## src/rtl/pedal_pkg.sv

```systemverilog
// Shared types and constants for the pedal signal chain.
// Samples are 24-bit signed; gate gain is 9-bit unsigned with 256 as unity.
package pedal_pkg;

  typedef logic signed [23:0] sample_t;

  typedef enum logic [2:0] {
    CLOSED  = 3'd0,
    ATTACK  = 3'd1,
    OPEN    = 3'd2,
    HOLD    = 3'd3,
    RELEASE = 3'd4
  } gate_state_e;

  localparam int          GAIN_W     = 9;
  localparam logic [8:0]  GAIN_UNITY = 9'd256;

endpackage

```

## src/rtl/noise_gate_if.sv

```systemverilog
// Sample-rate bus between the upstream source, the noise gate and the distortion stage.
// The gate itself attaches through the slave modport.
interface noise_gate_if;
  import pedal_pkg::*;

  logic [31:0] x;
  logic [3:0]  en;
  logic [31:0] y;
  logic        gate_open;
  gate_state_e gate_state;

  modport master (
    output x, en,
    input  y, gate_open, gate_state
  );

  modport slave (
    input  x, en,
    output y, gate_open, gate_state
  );

endinterface

```

## src/rtl/envelope_follower.sv

```systemverilog
// Peak envelope: instant attack on |xs|, exponential decay env - (env >> ENV_SHIFT).
// One register stage; env reflects samples up to the previous clock.
module envelope_follower
  import pedal_pkg::*;
#(
  parameter int ENV_SHIFT = 6
) (
  input  logic        clk_48,
  input  logic        rst,
  input  sample_t     xs,
  output logic [23:0] env
);

  logic [23:0] w_mag;
  logic [23:0] r_env;

  // Full-scale negative wraps to 0x800000, which read unsigned is the correct magnitude.
  assign w_mag = xs[23] ? 24'(-xs) : 24'(xs);

  always_ff @(posedge clk_48) begin
    if (rst) begin
      r_env <= '0;
    end else if (w_mag > r_env) begin
      r_env <= w_mag;
    end else begin
      r_env <= r_env - (r_env >> ENV_SHIFT);
    end
  end

  assign env = r_env;

endmodule

```

## src/rtl/noise_gate.sv

```systemverilog
// Noise gate ahead of the distortion stage: envelope-driven FSM ramps a 9-bit gain.
// y is registered, 1-cycle latency; en[1]=0 passes x straight through with the gate forced open.
module noise_gate
  import pedal_pkg::*;
#(
  parameter int unsigned THRESH_OPEN  = 2000,
  parameter int unsigned THRESH_CLOSE = 1000,
  parameter int unsigned HOLD_SAMPLES = 2400,
  parameter int unsigned ATTACK_STEP  = 32,
  parameter int unsigned RELEASE_STEP = 1,
  parameter int          ENV_SHIFT    = 6
) (
  input  logic         clk_48,
  input  logic         rst,
  noise_gate_if.slave  bus
);

  localparam int          HOLD_W   = (HOLD_SAMPLES > 1) ? $clog2(HOLD_SAMPLES) : 1;
  localparam logic [23:0] TH_OPEN  = 24'(THRESH_OPEN);
  localparam logic [23:0] TH_CLOSE = 24'(THRESH_CLOSE);

  gate_state_e        r_state;
  gate_state_e        w_state_nxt;
  logic [GAIN_W-1:0]  r_gain;
  logic [GAIN_W-1:0]  w_gain_nxt;
  logic [HOLD_W-1:0]  r_hold_cnt;
  logic [HOLD_W-1:0]  w_hold_nxt;
  logic [31:0]        r_y;

  sample_t            w_xs;
  logic [23:0]        w_env;
  logic               w_open_hit;
  logic               w_close_hit;
  logic [GAIN_W:0]    w_gain_sum;
  logic [GAIN_W-1:0]  w_gain_att;
  logic [GAIN_W-1:0]  w_gain_rel;
  logic signed [33:0] w_prod;
  logic [31:0]        w_scaled;
  logic               w_unused;

  assign w_xs     = bus.x[23:0];
  assign w_unused = ^{bus.en[3:2], bus.en[0]};

  envelope_follower #(
    .ENV_SHIFT (ENV_SHIFT)
  ) u_env (
    .clk_48 (clk_48),
    .rst    (rst),
    .xs     (w_xs),
    .env    (w_env)
  );

  assign w_open_hit  = (w_env >= TH_OPEN);
  assign w_close_hit = (w_env < TH_CLOSE);

  assign w_gain_sum = {1'b0, r_gain} + (GAIN_W+1)'(ATTACK_STEP);
  assign w_gain_att = (w_gain_sum >= {1'b0, GAIN_UNITY}) ? GAIN_UNITY : w_gain_sum[GAIN_W-1:0];
  assign w_gain_rel = (r_gain > GAIN_W'(RELEASE_STEP)) ? (r_gain - GAIN_W'(RELEASE_STEP)) : '0;

  always_ff @(posedge clk_48) begin
    if (rst) begin
      r_state    <= CLOSED;
      r_gain     <= '0;
      r_hold_cnt <= '0;
    end else begin
      r_state    <= w_state_nxt;
      r_gain     <= w_gain_nxt;
      r_hold_cnt <= w_hold_nxt;
    end
  end

  // Re-open is tested first in HOLD and RELEASE so it wins over countdown/ramp completion.
  always_comb begin
    w_state_nxt = r_state;
    w_gain_nxt  = r_gain;
    w_hold_nxt  = r_hold_cnt;
    if (!bus.en[1]) begin
      w_state_nxt = OPEN;
      w_gain_nxt  = GAIN_UNITY;
    end else begin
      case (r_state)
        CLOSED: begin
          w_gain_nxt = '0;
          if (w_open_hit) w_state_nxt = ATTACK;
        end
        ATTACK: begin
          w_gain_nxt = w_gain_att;
          if (w_gain_att == GAIN_UNITY) w_state_nxt = OPEN;
        end
        OPEN: begin
          w_gain_nxt = GAIN_UNITY;
          if (w_close_hit) begin
            w_state_nxt = HOLD;
            w_hold_nxt  = HOLD_W'(HOLD_SAMPLES - 1);
          end
        end
        HOLD: begin
          w_gain_nxt = GAIN_UNITY;
          if (w_open_hit)            w_state_nxt = OPEN;
          else if (r_hold_cnt == '0) w_state_nxt = RELEASE;
          else                       w_hold_nxt  = r_hold_cnt - 1'b1;
        end
        RELEASE: begin
          w_gain_nxt = w_gain_rel;
          if (w_open_hit)              w_state_nxt = ATTACK;
          else if (w_gain_rel == '0)   w_state_nxt = CLOSED;
        end
        default: begin
          w_state_nxt = CLOSED;
          w_gain_nxt  = '0;
        end
      endcase
    end
  end

  always_comb begin
    bus.gate_open  = (r_state != CLOSED);
    bus.gate_state = r_state;
  end

  // Arithmetic shift floors toward -inf; with gain <= 256 the result already fits 24 bits
  // sign-extended, so the low 32 bits are the finished output word.
  assign w_prod   = 34'(w_xs) * 34'($signed({1'b0, r_gain}));
  assign w_scaled = 32'(w_prod >>> 8);

  always_ff @(posedge clk_48) begin
    if (rst) begin
      r_y <= '0;
    end else if (!bus.en[1]) begin
      r_y <= bus.x;
    end else begin
      r_y <= w_scaled;
    end
  end

  assign bus.y = r_y;

endmodule

```

## src/flat_wrapper.sv

```systemverilog
// flat-port wrapper written by rule: the top's interface ports become plain ports
module noise_gate_flat import pedal_pkg::*;
#(
  parameter int unsigned THRESH_OPEN  = 2000,
  parameter int unsigned THRESH_CLOSE = 1000,
  parameter int unsigned HOLD_SAMPLES = 2400,
  parameter int unsigned ATTACK_STEP  = 32,
  parameter int unsigned RELEASE_STEP = 1,
  parameter int          ENV_SHIFT    = 6
)
  (clk_48, rst, bus_x, bus_en, bus_y, bus_gate_open, bus_gate_state);
  noise_gate_if bus_i ();
  input  logic clk_48;
  input  logic rst;
  input wire logic [$bits(bus_i.x)-1:0] bus_x;
  input wire logic [$bits(bus_i.en)-1:0] bus_en;
  output wire logic [$bits(bus_i.y)-1:0] bus_y;
  output wire logic [$bits(bus_i.gate_open)-1:0] bus_gate_open;
  output wire logic [$bits(bus_i.gate_state)-1:0] bus_gate_state;
  assign bus_i.x = bus_x;
  assign bus_i.en = bus_en;
  assign bus_y = bus_i.y;
  assign bus_gate_open = bus_i.gate_open;
  assign bus_gate_state = bus_i.gate_state;
  noise_gate #(.THRESH_OPEN(THRESH_OPEN), .THRESH_CLOSE(THRESH_CLOSE), .HOLD_SAMPLES(HOLD_SAMPLES), .ATTACK_STEP(ATTACK_STEP), .RELEASE_STEP(RELEASE_STEP), .ENV_SHIFT(ENV_SHIFT)) u_core (.clk_48(clk_48), .rst(rst), .bus(bus_i));
endmodule
```

## config.mk

```make
export PLATFORM = sky130hd
export DESIGN_NAME = noise_gate_flat
export DESIGN_NICKNAME = d
export VERILOG_FILES = /design/src/rtl/pedal_pkg.sv /design/src/rtl/noise_gate_if.sv /design/src/rtl/envelope_follower.sv /design/src/rtl/noise_gate.sv /design/src/flat_wrapper.sv
export SDC_FILE = /design/constraint.sdc
export NUM_CORES = 1
export LEC_CHECK = 0
export ABC_AREA = 0
export CAP_MARGIN = 5
export CELL_PAD_IN_SITES_DETAIL_PLACEMENT = 1
export CELL_PAD_IN_SITES_GLOBAL_PLACEMENT = 1
export CORE_MARGIN = 1.5
export CORE_UTILIZATION = 48
export CTS_BUF_LIST = sky130_fd_sc_hd__clkbuf_4 sky130_fd_sc_hd__clkbuf_8 sky130_fd_sc_hd__clkbuf_16
export CTS_CLUSTER_SIZE = 16
export DETAILED_ROUTE_END_ITERATION = 8
export GPL_TIMING_DRIVEN = 0
export PLACE_DENSITY_LB_ADDON = 0.1
export REMOVE_ABC_BUFFERS = 1
export SYNTH_ARGS = -nofsm -noshare
export SYNTH_HDL_FRONTEND = slang
export SYNTH_HIERARCHICAL = 1
export SYNTH_SLANG_ARGS = --single-unit
```

## constraint.sdc

```tcl
create_clock -name clk_48 -period 9.3 [get_ports clk_48]
set_input_delay 2.79 -clock clk_48 [delete_from_list [all_inputs] [get_ports clk_48]]
set_output_delay 2.79 -clock clk_48 [all_outputs]
set_load 0.1 [all_outputs]
```

Yosys cells after proc, flatten, opt, wreduce, memory -nomap -nowiden
Index checks and enable logic that the tools add are counted.

word-level totals
  register bits after elaboration = 80
  bits in latches = 0
  memory bits (writable) = 0
  bits in read-only memories = 0
  output and inout bits = 36
  memories = 0

operators by class
  $add $sub $neg = 5
  multiply operators = 1
  div/mod/pow operators = 0
  order comparisons = 5
  eq/ne operators = 17
  shift operators = 0
  multiplexer cells = 20
  bitwise gates (word level) = 1
  reduce and logical (&&, ||, !) cells = 10

operators with widths
  cell                                                                  number
  two-way mux 24 bit                                                    2
  two-way mux 12 bit                                                    3
  multiplier 24 x 10 -> 34 bit                                          1
  two-way mux 32 bit                                                    1
  two-way mux 9 bit                                                     3
  one-hot mux 9 bit (3 select lines)                                    1
  greater-or-equal comparator 24 x 11 -> 1 bit (second input constant)  1
  greater-than comparator 24 bit                                        1
  less-than comparator 24 x 10 -> 1 bit (second input constant)         1
  negator 24 bit                                                        1
  one-hot mux 12 bit (2 select lines)                                   1
  subtractor 24 x 18 -> 24 bit                                          1
  two-way mux 3 bit                                                     7
  one-hot mux 3 bit (5 select lines)                                    1
  AND reduction 5 bit                                                   3
  logical NOT 12 bit                                                    1
  subtractor 12 x 1 -> 12 bit (second input constant)                   1
  adder 9 x 6 -> 10 bit (second input constant)                         1
  greater-or-equal comparator 10 x 9 -> 1 bit (second input constant)   1
  == test 9 bit (second input constant)                                 1
  greater-than comparator 9 x 1 -> 1 bit (second input constant)        1
  logical NOT 9 bit                                                     1
  != test 3 x 2 -> 1 bit (second input constant)                        3
  subtractor 9 x 1 -> 9 bit (second input constant)                     1
  13 further kinds                                                      20

Depth between registers and ports, before layout
Gate-level depths: netlist of run 1.

  depth after elaboration = 7
  depth in mapped cells = 22
  gate-level depth less buffers = 20

By module
Netlist of run 1, hierarchy kept.

by module, submodules not included
  module             instances  cells an instance  area an instance (um^2)  seq. area each (um^2)
  noise_gate         1          1,147              9,833.2                  1,121.1
  envelope_follower  1          378                3,000.4                  480.5

Worst setup path before layout of run 1
Ideal clock, no wire load.

  kind = input port to flip-flop
  start point = input bus_x[6]
  end point = register u_core.r_y[11], in the netlist u_core/bus.y[11]
  setup time = 0.117 ns
  arrival time = 7.911 ns
  data required time = 9.183 ns
  setup slack = 1.272 ns
  stages on the path = 19
  path buffers = 1
  cells stage by stage = clkbuf_1 nand2_1 fa_1 inv_1 fa_1 fa_1 fa_1 inv_1 fa_1 inv_1 ha_1 and4_1 a41o_1 a21oi_1 a21boi_0 o21ai_0 a21oi_1 or3_1 a32o_1

between the ends
  cells in the longest elaborated chain, start to end = 2

RTL lines
  what                          line                RTL
  start: declaration            flat_wrapper.sv:15  input wire logic [$bits(bus_i.x)-1:0] bus_x;
  multiplier 24 x 10 -> 34 bit  noise_gate.sv:123   assign w_prod = 34'(w_xs) * 34'($signed({1'b0, r_gain}));
  two-way mux 32 bit            noise_gate.sv:129   end else if (!bus.en[1]) begin
  end signal: assignment        noise_gate.sv:130   r_y <= bus.x;
  end signal: assignment        noise_gate.sv:132   r_y <= w_scaled;
  end: declaration              noise_gate.sv:28    logic [31:0] r_y;

No other way between the ends.
A chain may end at the register's enable or synchronous reset.

Worst setup path in the final report of run 1
  start point = input bus_x[3]
  end point = register u_core.r_y[22], in the netlist u_core/bus.y[22]

The elaborated chain is that of the path after synthesis.

==> results of run 1 <==
==> layout make-up <==
class | count | share of cell area, %
well taps | 335 | 2.98
clock inverters | 6 | 0.355
flip-flops and latches | 80 | 11.4
clock buffers | 10 | 1.70
multi-input cells | 1137 | 71.4
inverters | 236 | 6.29
repair buffers | 77 | 5.92
==> layer usage <==
metal / share of wire [%] / track usage (%) / routed length, µm / up-vias
met5: 0 / 0 / 0 / -
li1: - / - / - / 4992
met1: 46 / 35.5 / 16600 / 5337
met3: 3.6 / 3.49 / 1290 / 37
met4: 1.6 / 6.64 / 584 / 0
met2: 49 / 47.8 / 17700 / 187
==> logic make-up after synthesis <==
logic type / count (synthesis)
AO/OA/AOI/OAI: 255
XOR/XNOR: 60
adder cells (fa/ha/maj): 297
buffers and inverters: 308
flip-flops: 80
multiplexers: 17
AND/OR/NAND/NOR: 508
==> power by group <==
group	internal [µW]	total [µW]	switching, µW
clock	191	355	164
combinational	512	1310	799
sequential	401	460	59.2
total	1100	2130	1020
==> placed cells by master (no fill, tap or decap), types with 10 or more instances in the layout <==
master / synthesis / final
nor2_1: 84 / 83
clkdlybuf4s50_1: 0 / 58
nor3_1: 24 / 24
xor2_1: 15 / 15
o211ai_1: 12 / 12
dfxtp_1: 80 / 79
a21oi_1: 72 / 71
a21o_1: 19 / 19
o21ai_0: 53 / 53
dlymetal6s2s_1: 0 / 10
xnor2_1: 45 / 45
mux2i_1: 16 / 16
inv_1: 235 / 235
or3_1: 13 / 13
nand2_1: 184 / 184
nand3_1: 21 / 21
and2_1: 109 / 109
fa_1: 178 / 178
ha_1: 119 / 119
==> worst register-to-register path: stages (launching register included) <==
cell      delay (ns)
dfxtp_1         1.25
nand2_1         0.24
fa_1            0.59
inv_1           0.05
fa_1            0.47
fa_1            0.52
fa_1            0.55
inv_1           0.05
fa_1            0.52
inv_1           0.04
ha_1            0.36
and4_1          0.28
and4_1          0.22
o211ai_1        0.19
a21oi_1         0.45
o21ai_0         0.27
a21boi_0        0.44
a211o_1         0.36
o211ai_1        0.13
==> final timing paths <==
check	cells after the start	slack, ns	startpoint	end
setup / recovery	19	0.43	bus_x[3]	u_core/bus.y[22]
hold / removal	1	0.52	u_core/r_hold_cnt[3]	u_core/r_hold_cnt[3]
setup reg to reg	18	2.20	u_core/r_gain[5]	u_core/bus.y[27]
hold reg to reg	1	0.52	u_core/r_hold_cnt[3]	u_core/r_hold_cnt[3]
==> synthesized netlist by cell type (all sizes together) (11+ instances only) <==
cell / instances
a211oi: 12
or3: 14
xor2: 15
xnor2: 45
clkbuf: 51
o21ai: 60
a21oi: 72
nand3: 22
nor2: 84
dfxtp: 80
ha: 119
and2: 109
nor3: 26
nand2: 184
buf: 21
inv: 235
mux2i: 16
fa: 178
o211ai: 12
a21o: 19
nor4: 11
==> registers in the layout, summed over array words and instances (netlist names) <==
| name | flops |
|---|---|
| u_core/r_gain | 9 |
| u_core/u_env/env | 24 |
| u_core/bus.y | 32 |
| u_core/r_hold_cnt | 12 |
| u_core/bus.gate_state | 3 |
==> metrics by stage <==
stage	setup slack [ns]	power, µW	instance area (µm²)
4_1_cts	0.0801	2130	14000
2_1_floorplan	1.54	1390	12500
3_5_place_dp	-0.449	1760	13800
5_1_grt	0.0403	2290	14100
6_report	0.430	2130	14100
3_3_place_gp	-0.264	1690	13700
==> timing repair <==
| action | in CTS | in global routing |
|---|---|---|
| resized for setup | 1 | 13 |
| pin swaps | 0 | 0 |
| endpoints found under the setup margin | 7 | 12 |
==> results.yml, run 1 <==
detailed_routing:
  drcViolationCount: 0
  antenna_left: 0
  drt_wl_total_mm: 36.2
  drt-pass1-iter-count: 5
  drtIter0Drc: 477
  vias: 10600
  wl_per_cell_um: 19.3
  via_per_inst: 5.61
cts:
  clk_latency_ns: 0.36
  cts_tree: "built"
  clock_path_buffers: 2
  cts_root_buffer: "clkbuf_16"
  cts_buffers: 9
  clkSinkCount: 80
  htreeDepth: 3
  ctsHoldBuffers: 0
  cts.clk_slew.worst_paths_ns: 0.07
  post-cts-setup-buffer-count: 0
critical_path:
  crit_buf_inv: 4
  critPathTopFamily: "adder cells"
  crit_top_cell: "fa_1"
  max_stage_delay_ns: 0.89
  crit_arrival_ns: 9.12
  crit_path_cell_trace: "clkdlybuf4s50_1, nand2_1, fa_1, fa_1, inv_1, fa_1, fa_1, inv_1, fa_1, inv_1, ha_1, a211oi_1, o21ai_0, a21oi_1, a21oi_1, o21ai_0, a21boi_0, or3_1, a32o_1"
  cp-end-kind: "register"
  path_class: "input pin to register"
  crit_slowest_cell: "clkdlybuf4s50_1"
  path_max_fanout: 14
  start_kind: "input pin"
  cp.required_ns: 9.55
placement:
  gp_congestion: 0.854
  port_buffers: 70
  dp_cells: 1864
  place_hpwl_mm: 27.5
final_layout:
  nFillCells: 3169
  insertedDiodeCount: 0
  multiInputGateArea_mm2: 0.0101
  final_util_pct: 53.9
  regArea_mm2: 0.00160
  area_growth_pct: 9.72
  fin_cells: 1881
  nets: 1876
  drive_gt1_share_pct: 3.36
die:
  io_pins: 74
  die_h_um: 167
  rows: 59
  die_w_um: 167
  die_area_mm2: 0.0277
  coreArea_mm2: 0.0261
  initial_core_util_pct: 49.1
synthesis:
  synth.area.top_cells: "fa_1, dfxtp_1, ha_1"
  ys_types: 76
  synth-async-reset-ratio_pct: 0
  synthMuxAreaShare_pct: 1.34
  syn_avg_cell_area_um2: 8.42
  yosysWarnings: 6
  synth_area_mm2: 0.0128
  ys_ff_latch: 80
  synth_edf_count: 0
  ys.flop_type: "dfxtp_1"
  synth-xor-area-share_pct: 4.09
  yosys.area.top_type: "fa_1"
  netlist.area_leader.share_pct: 27.8
  synthAdderAreaFrac_pct: 39.4
  synth_top_family_by_area: "adder cells"
  yosysSeqAreaShare_pct: 12.5
  synth-compound-area-share_pct: 13.5
  synthSimpleGateAreaFrac_pct: 19.9
  syn_inst: 1525
sta:
  fin_crit_sh_pct: 95.4
  drv_slew: 0
  finalSetupTns_ns: 0
  hold_viol: 0
  skew_ns: 0.0116
  relSlewSlack_pct: 6.44
  hold_ws_ns: 0.519
  clock.fmax_mhz: 113
  worstMarginPinSlew_ns: 1.40
  setup_viol: 0
  rsz0062_at_grt: "false"
  fin_crit_ns: 8.87
hold_path:
  hold_class: "register to register"
run_status:
  outcome: "finished clean"
global_route:
  grt_antenna_before_repair: 0
  grt_pass1_wl_mm: 60.0
  overflow: 0
  grt_usage_pct: 27.2
  grt_pass1_vias: 11500
  grt_max_degree: 40
power:
  p_leak_uw: 0.00696
  p_per_area_mw_per_mm2: 151
  peakVddDrop_uv: 90.3
flow_run:
  cap_viol_max_count: 0
Power figures use the tool's default switching activity.
==> run 2: changes to the inputs <==
--- a/config.mk
+++ b/config.mk
@@ -15,6 +15,7 @@
 export CTS_CLUSTER_SIZE = 16
 export DETAILED_ROUTE_END_ITERATION = 8
 export GPL_TIMING_DRIVEN = 0
+export MAX_ROUTING_LAYER = met4
 export PLACE_DENSITY_LB_ADDON = 0.1
 export REMOVE_ABC_BUFFERS = 1
 export SYNTH_ARGS = -nofsm -noshare
==> results.yml, run 2 (same netlist as run 1, synthesis figures left out) <==
placement:
  pre_cts_ws_ns: -0.449
  place_hpwl_mm: 27.5
  gp_congestion: 0.868
  port_buffers: 70
cts:
  cts_buffers: 9
  clock_path_buffers: 2
  ctsHoldBuffers: 0
  htreeDepth: 3
  cts_root_buffer: "clkbuf_16"
  clk_latency_ns: 0.36
  clkSinkCount: 80
  cts_tree: "built"
  cts.clk_slew.worst_paths_ns: 0.07
sta:
  skew_ns: 0.0151
  setup_viol: 0
  rsz0062_at_grt: "false"
  worstMarginPinSlew_ns: 1.39
  relSlewSlack_pct: 7.44
  fin_crit_ns: 8.86
  fin_ws_ns: 0.440
  drv_slew: 0
  fin_crit_sh_pct: 95.3
  hold_viol: 0
  clock.fmax_mhz: 113
final_layout:
  multiInputGateArea_mm2: 0.0101
  largest_register_ffs: 32
  regArea_mm2: 0.00160
  insertedDiodeCount: 0
  final_util_pct: 53.9
  area_growth_pct: 9.72
  nets: 1876
  drive_gt1_share_pct: 3.36
  layout_common_cells: "inv_1, nand2_1, fa_1"
  final_common_cell: "inv_1"
  nFillCells: 3169
detailed_routing:
  wl_per_cell_um: 19.2
  drtIter0Drc: 481
  antenna_left: 0
  drt_wl_total_mm: 36.2
  via_per_inst: 5.59
  drcViolationCount: 0
  drt-pass1-iter-count: 5
  vias: 10500
critical_path:
  r2r_cells: 18
  path_max_fanout: 14
  r2r_slack_ns: 2.22
  path_class: "input pin to register"
  crit_slowest_cell: "clkdlybuf4s50_1"
  crit_path_cell_trace: "clkdlybuf4s50_1, nand2_1, fa_1, fa_1, inv_1, fa_1, fa_1, inv_1, fa_1, inv_1, ha_1, a211oi_1, o21ai_0, a21oi_1, a21oi_1, o21ai_0, a21boi_0, or3_1, a32o_1"
  cp-end-kind: "register"
  crit_arrival_ns: 9.12
  crit_top_cell: "fa_1"
  cp.required_ns: 9.56
  start_kind: "input pin"
  max_stage_delay_ns: 0.88
  worst_r2r_endpoint: "u_core/bus.y[27]"
  regToRegStartpoint: "u_core/r_gain[4]"
global_route:
  grt_antenna_before_repair: 0
  overflow: 0
  grt_pass1_wl_mm: 60.0
  grt_pass1_vias: 11500
  grt_usage_pct: 28.1
  grt_max_degree: 40
hold_path:
  hold_class: "register to register"
  worstHoldEndpoint: "u_core/r_hold_cnt[3]"
  hold_depth: 1
  hp-start: "u_core/r_hold_cnt[3]"
die:
  io_pins: 74
  coreArea_mm2: 0.0261
  rows: 59
  die_w_um: 167
  initial_core_util_pct: 49.1
  die_area_mm2: 0.0277
  die_h_um: 167
power:
  pwr-share-comb_pct: 61.7
  p_leak_uw: 0.00696
  pwr-share-clk_pct: 16.7
  swShare_pct: 48.1
  p_per_area_mw_per_mm2: 151
  peakVddDrop_uv: 90.9
  intPower_uw: 1100
  p_seq_share_pct: 21.6
  power_switching_uw: 1020
run_status:
  outcome: "finished clean"
flow_run:
  cap_viol_max_count: 0
==> run 2: worst max path at each step <==
stage	start	end	slack (ns)	cells after the start
after global placement	bus_x[23]	u_core/bus.y[25]	-0.26	19
after global routing	bus_x[3]	u_core/bus.y[11]	0.04	19
after floorplan	bus_x[6]	u_core/bus.y[11]	1.54	18
after CTS	bus_x[7]	u_core/bus.y[27]	0.08	19
final	bus_x[3]	u_core/bus.y[22]	0.44	19
after detailed placement	bus_x[23]	u_core/bus.y[27]	-0.45	19
==> run 2: timing repair <==
action | CTS | global route
setup endpoints to repair | 7 | 12
endpoints found under the hold margin | 0 | 0
gates resized for setup | 1 | 13
setup buffers | 0 | 0
==> run 2: layer usage <==
| layer | GRT usage (%) | part of all wire [%] | vias to the layer above |
|---|---|---|---|
| met3 | 3.85 | 3.4 | 33 |
| met4 | 6.17 | 1.5 | 0 |
| met2 | 47.8 | 49 | 173 |
| met5 | - | 0 | - |
| li1 | - | - | 4987 |
| met1 | 35.6 | 46 | 5318 |
==> run 2: per-stage QoR <==
step                      TNS [ns]  instance area (µm²)  instances  hold slack, ns  power, µW
after floorplan                  0                12500       1453           0.460       1390
after global routing             0                14100       1881           0.549       2290
after global placement       -2.29                13700       1858           0.493       1690
final                            0                14100       1881           0.519       2130
after CTS                        0                14000       1880           0.522       2130
after detailed placement     -3.99                13800       1864           0.507       1760
==> run 2: area by class of cell <==
type,instances,area share (%)
flip-flops and latches,80,11.4
repair buffers,77,5.92
clock buffers,10,1.70
multi-input cells,1137,71.4
well taps,335,2.98
inverters,236,6.29
clock inverters,6,0.355
==> run 2: worst max-delay path, delay by kind of cell <==
| kind | cells | cell delay (ns) |
|---|---|---|
| adders and majority gates | 6 | 2.89 |
| AOI/OAI and AO/OA | 7 | 1.85 |
| buffers and inverters | 4 | 1.03 |
| and+or+nand+nor | 2 | 0.53 |
==> run 2: power by group through the flow <==
stage	Sequential, µW	Combinational (µW)	Clock (µW)
6_report	460	1310	355
4_1_cts	459	1310	365
3_5_place_dp	466	1290	0
3_3_place_gp	465	1220	0
5_1_grt	466	1450	379
2_1_floorplan	513	876	0
==> run 3: changes to the inputs <==
--- a/config.mk
+++ b/config.mk
@@ -11,13 +11,14 @@
 export CELL_PAD_IN_SITES_GLOBAL_PLACEMENT = 1
 export CORE_MARGIN = 1.5
 export CORE_UTILIZATION = 48
-export CTS_BUF_LIST = sky130_fd_sc_hd__clkbuf_4 sky130_fd_sc_hd__clkbuf_8 sky130_fd_sc_hd__clkbuf_16
+export CTS_BUF_LIST = sky130_fd_sc_hd__clkbuf_8 sky130_fd_sc_hd__clkbuf_16
 export CTS_CLUSTER_SIZE = 16
 export DETAILED_ROUTE_END_ITERATION = 8
 export GPL_TIMING_DRIVEN = 0
 export MAX_ROUTING_LAYER = met4
 export PLACE_DENSITY_LB_ADDON = 0.1
 export REMOVE_ABC_BUFFERS = 1
+export SKIP_LAST_GASP = 1
 export SYNTH_ARGS = -nofsm -noshare
 export SYNTH_HDL_FRONTEND = slang
 export SYNTH_HIERARCHICAL = 1
==> results of run 3 <==
Same layout as run 2: the final DEF is identical, and so are final timing and power.
